<file path="src/rtl/dmem_burst_initiator.sv">
// ---------------------------------------------------------------------------
// dmem_burst_initiator
//
// Initiator-side burst engine for the data memory port. One accepted request
// becomes a sequence of single-word reads or writes on the memory interface
// (cs/oe/we/addr/din/dout). Read beats are returned on a valid/ready stream
// and write beats are pulled from a valid/ready stream. The request is
// checked for alignment and address range before any memory cycle is issued.
// Completion (or rejection) is reported with a one-cycle done pulse and err.
//
// Ports
//   clk, rst                 clock, synchronous active-high reset
//   req_valid/req_ready      burst request handshake
//   req_we, req_addr, req_len  direction, start byte address, beats minus one
//   wr_valid/wr_ready/wr_data  write data stream (engine is the sink)
//   rd_valid/rd_ready/rd_data/rd_last  read data stream (engine is the source)
//   done, err                end-of-burst pulse and rejection flag
//   cs, oe, we, addr, din    registered memory-side controls
//   dout                     memory read data
// ---------------------------------------------------------------------------
module dmem_burst_initiator #(
    parameter logic [31:0] BASE_ADDR = 32'h1000_0000,
    parameter int unsigned MEM_WORDS = 1024,
    parameter int unsigned RD_LAT    = 0
) (
    input  logic        clk,
    input  logic        rst,
    input  logic        req_valid,
    output logic        req_ready,
    input  logic        req_we,
    input  logic [31:0] req_addr,
    input  logic [7:0]  req_len,
    input  logic        wr_valid,
    output logic        wr_ready,
    input  logic [31:0] wr_data,
    output logic        rd_valid,
    input  logic        rd_ready,
    output logic [31:0] rd_data,
    output logic        rd_last,
    output logic        done,
    output logic        err,
    output logic        cs,
    output logic        oe,
    output logic        we,
    output logic [31:0] addr,
    output logic [31:0] din,
    input  logic [31:0] dout
);

    typedef enum logic [2:0] {
        IDLE     = 3'd0,
        CHECK    = 3'd1,
        RD_ADDR  = 3'd2,
        RD_HOLD  = 3'd3,
        WR_WAIT  = 3'd4,
        WR_DRIVE = 3'd5,
        FIN      = 3'd6
    } state_t;

    // One byte past the last word of data memory, in 34 bits so the
    // end-of-burst comparison can never wrap.
    localparam logic [33:0] MEM_END  = {2'b00, BASE_ADDR} + (34'(MEM_WORDS) << 2);
    // Value of the hold counter on the cycle dout is sampled.
    localparam logic [1:0]  LAT_LAST = 2'(RD_LAT);

    // A request is rejected if misaligned, below the memory base, or if
    // its last byte would fall past the end of memory.
    function automatic logic range_bad(input logic [31:0] start, input logic [7:0] len);
        logic [33:0] burst_bytes;
        logic [33:0] burst_end;
        burst_bytes = ({26'd0, len} + 34'd1) << 2;
        burst_end   = {2'b00, start} + burst_bytes;
        return (start[1:0] != 2'b00) || (start < BASE_ADDR) || (burst_end > MEM_END);
    endfunction

    state_t      state_r, state_s;
    logic        is_wr_r, is_wr_s;
    logic [31:0] cur_r, cur_s;
    logic [7:0]  len_r, len_s;
    logic [7:0]  beat_r, beat_s;
    logic [1:0]  lat_r, lat_s;

    logic        cs_r, cs_s;
    logic        oe_r, oe_s;
    logic        we_r, we_s;
    logic [31:0] addr_r, addr_s;
    logic [31:0] din_r, din_s;
    logic        rd_valid_r, rd_valid_s;
    logic [31:0] rd_data_r, rd_data_s;
    logic        rd_last_r, rd_last_s;
    logic        done_r, done_s;
    logic        err_r, err_s;

    logic        last_beat_s;
    logic        bad_s;

    // Burst bookkeeping decoded from the captured request.
    always_comb begin
        last_beat_s = (beat_r == len_r);
        bad_s       = range_bad(cur_r, len_r);
    end

    // State register and all registered outputs.
    always_ff @(posedge clk) begin
        if (rst) begin
            state_r    <= IDLE;
            is_wr_r    <= 1'b0;
            cur_r      <= 32'd0;
            len_r      <= 8'd0;
            beat_r     <= 8'd0;
            lat_r      <= 2'd0;
            cs_r       <= 1'b0;
            oe_r       <= 1'b0;
            we_r       <= 1'b0;
            addr_r     <= 32'd0;
            din_r      <= 32'd0;
            rd_valid_r <= 1'b0;
            rd_data_r  <= 32'd0;
            rd_last_r  <= 1'b0;
            done_r     <= 1'b0;
            err_r      <= 1'b0;
        end else begin
            state_r    <= state_s;
            is_wr_r    <= is_wr_s;
            cur_r      <= cur_s;
            len_r      <= len_s;
            beat_r     <= beat_s;
            lat_r      <= lat_s;
            cs_r       <= cs_s;
            oe_r       <= oe_s;
            we_r       <= we_s;
            addr_r     <= addr_s;
            din_r      <= din_s;
            rd_valid_r <= rd_valid_s;
            rd_data_r  <= rd_data_s;
            rd_last_r  <= rd_last_s;
            done_r     <= done_s;
            err_r      <= err_s;
        end
    end

    // Next-state and next-output decode. Memory controls and pulses default
    // to 0 so every state only names what it drives; the next-state values of
    // the memory controls are what appear on the pins during that state.
    always_comb begin
        state_s    = state_r;
        is_wr_s    = is_wr_r;
        cur_s      = cur_r;
        len_s      = len_r;
        beat_s     = beat_r;
        lat_s      = lat_r;
        cs_s       = 1'b0;
        oe_s       = 1'b0;
        we_s       = 1'b0;
        addr_s     = 32'd0;
        din_s      = 32'd0;
        rd_valid_s = 1'b0;
        rd_data_s  = rd_data_r;
        rd_last_s  = 1'b0;
        done_s     = 1'b0;
        err_s      = 1'b0;

        case (state_r)
            IDLE: begin
                if (req_valid) begin
                    is_wr_s = req_we;
                    cur_s   = req_addr;
                    len_s   = req_len;
                    beat_s  = 8'd0;
                    state_s = CHECK;
                end else begin
                    state_s = IDLE;
                end
            end

            CHECK: begin
                if (bad_s) begin
                    // Rejected before any chip select; report on the way out.
                    done_s  = 1'b1;
                    err_s   = 1'b1;
                    state_s = FIN;
                end else if (is_wr_r) begin
                    state_s = WR_WAIT;
                end else begin
                    cs_s    = 1'b1;
                    oe_s    = 1'b1;
                    addr_s  = cur_r;
                    lat_s   = 2'd0;
                    state_s = RD_ADDR;
                end
            end

            RD_ADDR: begin
                if (lat_r == LAT_LAST) begin
                    // Address has been held long enough: capture the word.
                    rd_data_s  = dout;
                    rd_valid_s = 1'b1;
                    rd_last_s  = last_beat_s;
                    state_s    = RD_HOLD;
                end else begin
                    lat_s  = lat_r + 2'd1;
                    cs_s   = 1'b1;
                    oe_s   = 1'b1;
                    addr_s = cur_r;
                end
            end

            RD_HOLD: begin
                if (rd_ready) begin
                    if (last_beat_s) begin
                        done_s  = 1'b1;
                        state_s = FIN;
                    end else begin
                        cur_s   = cur_r + 32'd4;
                        beat_s  = beat_r + 8'd1;
                        cs_s    = 1'b1;
                        oe_s    = 1'b1;
                        addr_s  = cur_r + 32'd4;
                        lat_s   = 2'd0;
                        state_s = RD_ADDR;
                    end
                end else begin
                    // Consumer stalled: keep the beat presented unchanged.
                    rd_valid_s = 1'b1;
                    rd_last_s  = rd_last_r;
                end
            end

            WR_WAIT: begin
                if (wr_valid) begin
                    cs_s    = 1'b1;
                    we_s    = 1'b1;
                    addr_s  = cur_r;
                    din_s   = wr_data;
                    state_s = WR_DRIVE;
                end else begin
                    state_s = WR_WAIT;
                end
            end

            WR_DRIVE: begin
                // Memory commits on the edge that leaves this state.
                if (last_beat_s) begin
                    done_s  = 1'b1;
                    state_s = FIN;
                end else begin
                    cur_s   = cur_r + 32'd4;
                    beat_s  = beat_r + 8'd1;
                    state_s = WR_WAIT;
                end
            end

            FIN: begin
                state_s = IDLE;
            end

            default: begin
                state_s = IDLE;
            end
        endcase
    end

    // Handshake readiness is a pure decode of the current state. The request
    // side is also held off while reset is applied so every output reads 0.
    always_comb begin
        req_ready = (state_r == IDLE) && !rst;
        wr_ready  = (state_r == WR_WAIT);
    end

    assign cs       = cs_r;
    assign oe       = oe_r;
    assign we       = we_r;
    assign addr     = addr_r;
    assign din      = din_r;
    assign rd_valid = rd_valid_r;
    assign rd_data  = rd_data_r;
    assign rd_last  = rd_last_r;
    assign done     = done_r;
    assign err      = err_r;

endmodule

</file>
<file path="config.mk">
export PLATFORM = sky130hd
export DESIGN_NAME = dmem_burst_initiator
export DESIGN_NICKNAME = d
export VERILOG_FILES = /design/src/rtl/dmem_burst_initiator.sv
export SDC_FILE = /design/constraint.sdc
export NUM_CORES = 1
export LEC_CHECK = 0
export BUFFER_PORTS_ARGS = -buffer_cell sky130_fd_sc_hd__buf_2
export CAP_MARGIN = 10
export CORE_MARGIN = 2
export CORE_UTILIZATION = 50
export CTS_BUF_LIST = sky130_fd_sc_hd__clkbuf_4 sky130_fd_sc_hd__clkbuf_8
export DETAILED_ROUTE_END_ITERATION = 12
export GPL_TIMING_DRIVEN = 0
export PLACE_DENSITY = 0.87
export SYNTH_ARGS = -nofsm -noshare
export SYNTH_HDL_FRONTEND = slang
export SYNTH_SLANG_ARGS = --single-unit
export TNS_END_PERCENT = 1
</file>
<file path="constraint.sdc">
create_clock -name clk -period 3.5 [get_ports clk]
set_input_delay 1.05 -clock clk [delete_from_list [all_inputs] [get_ports clk]]
set_output_delay 1.05 -clock clk [all_outputs]
set_load 0.05 [all_outputs]
</file>
-- Word-level counts from Yosys, hierarchy flattened
Cells that the tools add are included.
- register bits: 157
- bits of input ports: 110
- output and inout bits: 105
- $add $sub $neg: 5
- order comparisons: 2
- equal/unequal tests: 13
- mux-type cells: 48
- bitwise gates (word level): 3
- reduce and logical (&&, ||, !) cells: 17
- operators by type and width (kind ; count):
    32-bit two-way mux ; 9
    32-bit case mux with 4 select lines ; 1
    32-bit case mux with 3 select lines ; 1
    32-bit by 11-bit adder with 33-bit output ; 1
    33-bit by 29-bit > comparator with 1-bit output, second input constant ; 1
    32-bit by 3-bit adder with 32-bit output, second input constant ; 1
    32-bit by 29-bit < comparator with 1-bit output, second input constant ; 1
    8-bit two-way mux ; 3
    8-bit case mux with 3 select lines ; 1
    3-bit case mux with 6 select lines ; 1
    1-bit two-way mux ; 15
    3-bit two-way mux ; 5
    2-bit != test, second input constant ; 7
    2-bit two-way mux ; 6
    8-bit by 1-bit adder with 9-bit output, second input constant ; 1
    8-bit by 1-bit adder with 8-bit output, second input constant ; 1
    8-bit == test ; 1
    3-bit by 2-bit == test with 1-bit output, second input constant ; 2
    3-bit == test, second input constant ; 2
    1-bit case mux with 3 select lines ; 2
    2-bit case mux with 3 select lines ; 1
    2-bit AND reduction ; 3
    6-bit AND reduction ; 1
    3-bit nonzero test ; 2
    other kinds (14) ; 19

-- Logic depth before layout (Yosys ltp)
- word-level depth: 6
- mapped depth: 16
- depth with buffers taken out: 14

-- Worst setup path before layout
Ideal clock, no wire load.
- path kind: input to output
- from: in rst
- to: out req_ready
- data arrival time: 2.879 ns
- required time: 2.450 ns
- setup slack: -0.429 ns
- cell stages on the path: 3
- cells stage by stage: clkbuf_1 > clkbuf_1 > nor4_1
- longest elaborated chain between the ends: 2
- ends and longest elaborated chain (item ; RTL line ; text):
    start, declared ; 27 ; input logic rst,
    1-bit logical NOT ; 266 ; req_ready = (state_r == IDLE) && !rst;
    1-bit logical AND ; 266 ;
    end, declared ; 29 ; output logic req_ready,
Every way passes these cells.

-- Worst setup path in the final report
- from: reg len_r[0]
- to: reg addr_r[3] (netlist: addr[3])
- longest elaborated chain between the ends: 6
- ends and longest elaborated chain (item ; RTL line ; text):
    start, declared ; 79 ; logic [7:0] len_r, len_s;
    start signal, assigned ; 126 ; len_r <= len_s;
    8-bit by 1-bit adder with 9-bit output ; 71 ; burst_bytes = ({26'd0, len} + 34'd1) << 2;
    32-bit by 11-bit adder with 33-bit output ; 72 ; burst_end = {2'b00, start} + burst_bytes;
    33-bit by 29-bit > comparator with 1-bit output ; 73 ; return (start[1:0] != 2'b00) || (start < BASE_ADDR) || (burst_end > MEM_END);
    1-bit logical OR ; 73 ;
    32-bit two-way mux ; 177 ; if (bad_s) begin
    32-bit case mux with 4 select lines (*) ; 163 ; case (state_r)
    end signal, assigned ; 132 ; addr_r <= addr_s;
    end, declared ; 86 ; logic [31:0] addr_r, addr_s;
Mark *: on every way between the ends. The rest lies on a longest branch, timed or not.
A chain may end at the register's enable or synchronous reset.

==> flow_summary.toml <==
[clock_tree]
cts_num_sinks = 157
htreeDepth = 4
cts_made_buffers = 17
cts_root_buf = "clkbuf_8"
clk_latency_ns = 0.50
postCtsHoldBufs = 0
cts.clk_slew.worst_paths_ns = 0.09
cts_tree = "done"
clock_path_buffers = 2

[sta]
grt_setup_unrepaired = "yes"
maxSlewViolCount = 0
timing.final.ws_setup_ns = -0.4101
slew_headroom_pct = 36.96
max_freq_ghz = 0.2557
clock-skew-final_ns = 0.02105
final-hold-violation-count = 0
timing.final.crit_share_pct = 111.7
timing.final.crit_period_ns = 3.910
setup_viol = 38
tightestPinTransition_ns = 0.9456

[worst_setup_path]
r2r-end = "addr[3]"
path_max_fanout = 7
criticalPathCategory = "reg -> reg"
critPathSlowestCell = "nor4b_2"
cpMostUsedCell = "buf_6"
reg2reg_depth = 16
setup.worst_path.end_class = "register"
slowest_delay_ns = 0.42
start_kind = "register"
critPathArrivalTime_ns = 4.30
r2r_setup_slack_ns = -0.41
cp_cell_sequence = "and3_4 -> nand3_4 -> or2_4 -> xnor2_2 -> ha_1 -> buf_6 -> nand4_1 -> nor2_2 -> a32o_2 -> mux2i_1 -> o211ai_1 -> nor4b_2 -> nand4b_1 -> a21o_4 -> buf_6 -> a311oi_2"
required_ns = 3.89
timing.rr.start = "len_r[0]"

[global_route]
overflow = 0
grt_start_max_net_pins = 17
grt_antenna_before_repair = 0
grt_pass1_wl_mm = 42.13
grt_usage_pct = 32.06
grt_pass1_vias = 8220

[synthesis]
synth.top_cell.area_share_pct = 39.11
ys.warnings.count = 0
yosysUniqueCellTypes = 68
syn_avg_cell_area_um2 = 7.632
synthTopCellsByArea = "dfxtp_1 39%, nand2_1 8.6%, a21oi_1 7.5%"
synth.cell_area_um2 = 8036
synthCells = 1053
synth-seq-cells = 157
yosysTopAreaCell = "dfxtp_1"
ys.flop_type = "dfxtp_1"
synth_fp_nets = 1177
ys_async_sr_fraction_pct = 0
synth-edff-count = 0
synth_seq_area_share_pct = 39.11

[drt]
drcViolationCount = 0
routedWlPerCell_um = 18.34
detail_route.first_pass.iterations = 5
drt_wl_total_mm = 28.08
drtIter0Drc = 979
vias = 8969
ant_nets = 0
vias_per_cell = 5.858

[final_layout]
fin_nets = 1426
synthToLayoutAreaGrowth_pct = 29.83
regArea_um2 = 3158
diodes = 0
drive_gt1_share_pct = 27.60
multi_input_area_um2 = 4917
nFillCells = 1370
fin_cells = 1531
fin_area_um2 = 10430

[pwr]
p_leak_nw = 4.224
finalPower_mw = 5.923
power_density_nw_per_um2 = 567.7
peakVddDrop_mv = 0.3760

[place]
hpwl_mm = 19.86
gp_congestion = 1.013
dpl.cell_count = 1484
dpl_cell_area_um2 = 9389
port_buffers = 214

[status]
violations = "negative setup slack"
status = "finished, violations left"

[flow_run]
drv_cap = 0

[hold_path]
worst_hold_path.endpoint = "rd_data[24]"
hold_path.class = "reg -> reg"
hold_start = "rd_data[24]"
hold_depth = 2

[floorplanning]
die_y_um = 130.8
core-area_um2 = 15770
rows = 46
start_util_pct = 50.96
num_io_pins = 215
die_w_um = 130.8
dieArea_um2 = 17100
critical path: cells and delay by family, from the launching register on:
family,cells,cell delay (ns)
flops,1,0.39
simple gates,7,1.51
xor+xnor,1,0.14
fa+ha+maj,1,0.33
compound gates,4,0.93
mux,1,0.20
buf+inv,2,0.29
what timing repair did:
action | 4_1_cts | 5_1_grt
setup endpoints to repair | 41 | 43
buffers inserted | 11 | 4
resized for setup | 62 | 36
cloned | 1 | 0
pin swaps | 26 | 17
per-stage QoR:
| step | hold WS [ns] | setup WS, ns | util (%) | setup TNS (ns) |
|---|---|---|---|---|
| finish | 0.4544 | -0.4101 | 66.16 | -12.02 |
| global route | 0.4745 | -0.4250 | 66.16 | -14.01 |
| CTS | 0.4554 | -0.3499 | 64.73 | -7.874 |
| detailed placement | 0.4430 | -1.098 | 59.54 | -34.56 |
| global placement | 0.4377 | -1.041 | 59.50 | -32.69 |
| floorplan | 0.4367 | -0.07602 | - | -1.362 |
registers in the layout (all words and copies together) (netlist names):
name / cells
addr: 32
beat_r: 8
cs: 1
cur_r: 32
din: 32
done: 1
err: 1
is_wr_r: 1
lat_r: 2
len_r: 8
oe: 1
rd_data: 32
rd_last: 1
rd_valid: 1
state_r: 3
we: 1
cell usage after synthesis, types with 8 or more instances:
master    number
o21ai_0       39
xnor2_1       20
a41oi_1       16
inv_1         15
and3_1        13
xor2_1        16
nand2_1      184
nor3_1        34
a211oi_2      10
ha_1          13
a21oi_1      121
nor2_1        99
clkbuf_1      67
dfxtp_1      157
and2_1        35
nor4_1        10
or2_2          8
buf_2         15
nand3_1       35
nand4_1       14
per-layer routing:
metal / wire length (um) / GRT usage, % / vias up
li1: - / - / 4189
met1: 10940 / 40.39 / 4143
met2: 12810 / 49.45 / 527
met3: 2983 / 9.446 / 110
met4: 1351 / 17.58 / 0
met5: 0 / 0 / -
how the worst max path moves through the flow:
stage          startpoint       end  slack [ns]  cells past startpoint
2_1_floorplan    len_r[0]  addr[12]       -0.08                     16
3_3_place_gp     len_r[0]  addr[31]       -1.04                     16
3_5_place_dp     len_r[0]  addr[31]       -1.10                     16
4_1_cts          len_r[0]   addr[3]       -0.35                     16
5_1_grt          len_r[0]   addr[3]       -0.43                     16
6_report         len_r[0]   addr[3]       -0.41                     16
cell families after synthesis:
logic type	count (synthesis)	share of synthesized area, %
buffers and inverters	101	5.091
multiplexers	4	0.5138
AND/OR/NAND/NOR	464	26.59
XOR/XNOR	36	3.923
AO/OA/AOI/OAI	277	22.50
flip-flops	157	39.11
adder cells (fa/ha/maj)	14	2.273
cell usage in the layout (no fill, tap or decap), types with 18 or more instances in the layout:
cell,Yosys,routed
a21oi_1,121,118
and2_1,35,35
buf_2,15,225
clkbuf_1,67,66
clkbuf_8,0,18
dfxtp_1,157,151
nand2_1,184,184
nand3_1,35,33
nor2_1,99,95
nor3_1,34,33
o21ai_0,39,36
xnor2_1,20,18
power by group:
part | switching [mW] | internal (mW)
registers | 0.145 | 1.97
clock network | 0.803 | 0.757
logic | 1.56 | 0.687
total | 2.51 | 3.42
final cells by class:
| type | instances | share of cell area [%] |
|---|---|---|
| buffer | 85 | 3.753 |
| clock buffer | 18 | 2.374 |
| clock inverter | 14 | 1.871 |
| inverter | 15 | 0.5396 |
| multi-input combinational | 795 | 47.13 |
| sequential | 157 | 30.27 |
| tap | 216 | 2.590 |
| timing repair buffer | 231 | 11.48 |
(Power assumes the default switching activity.)
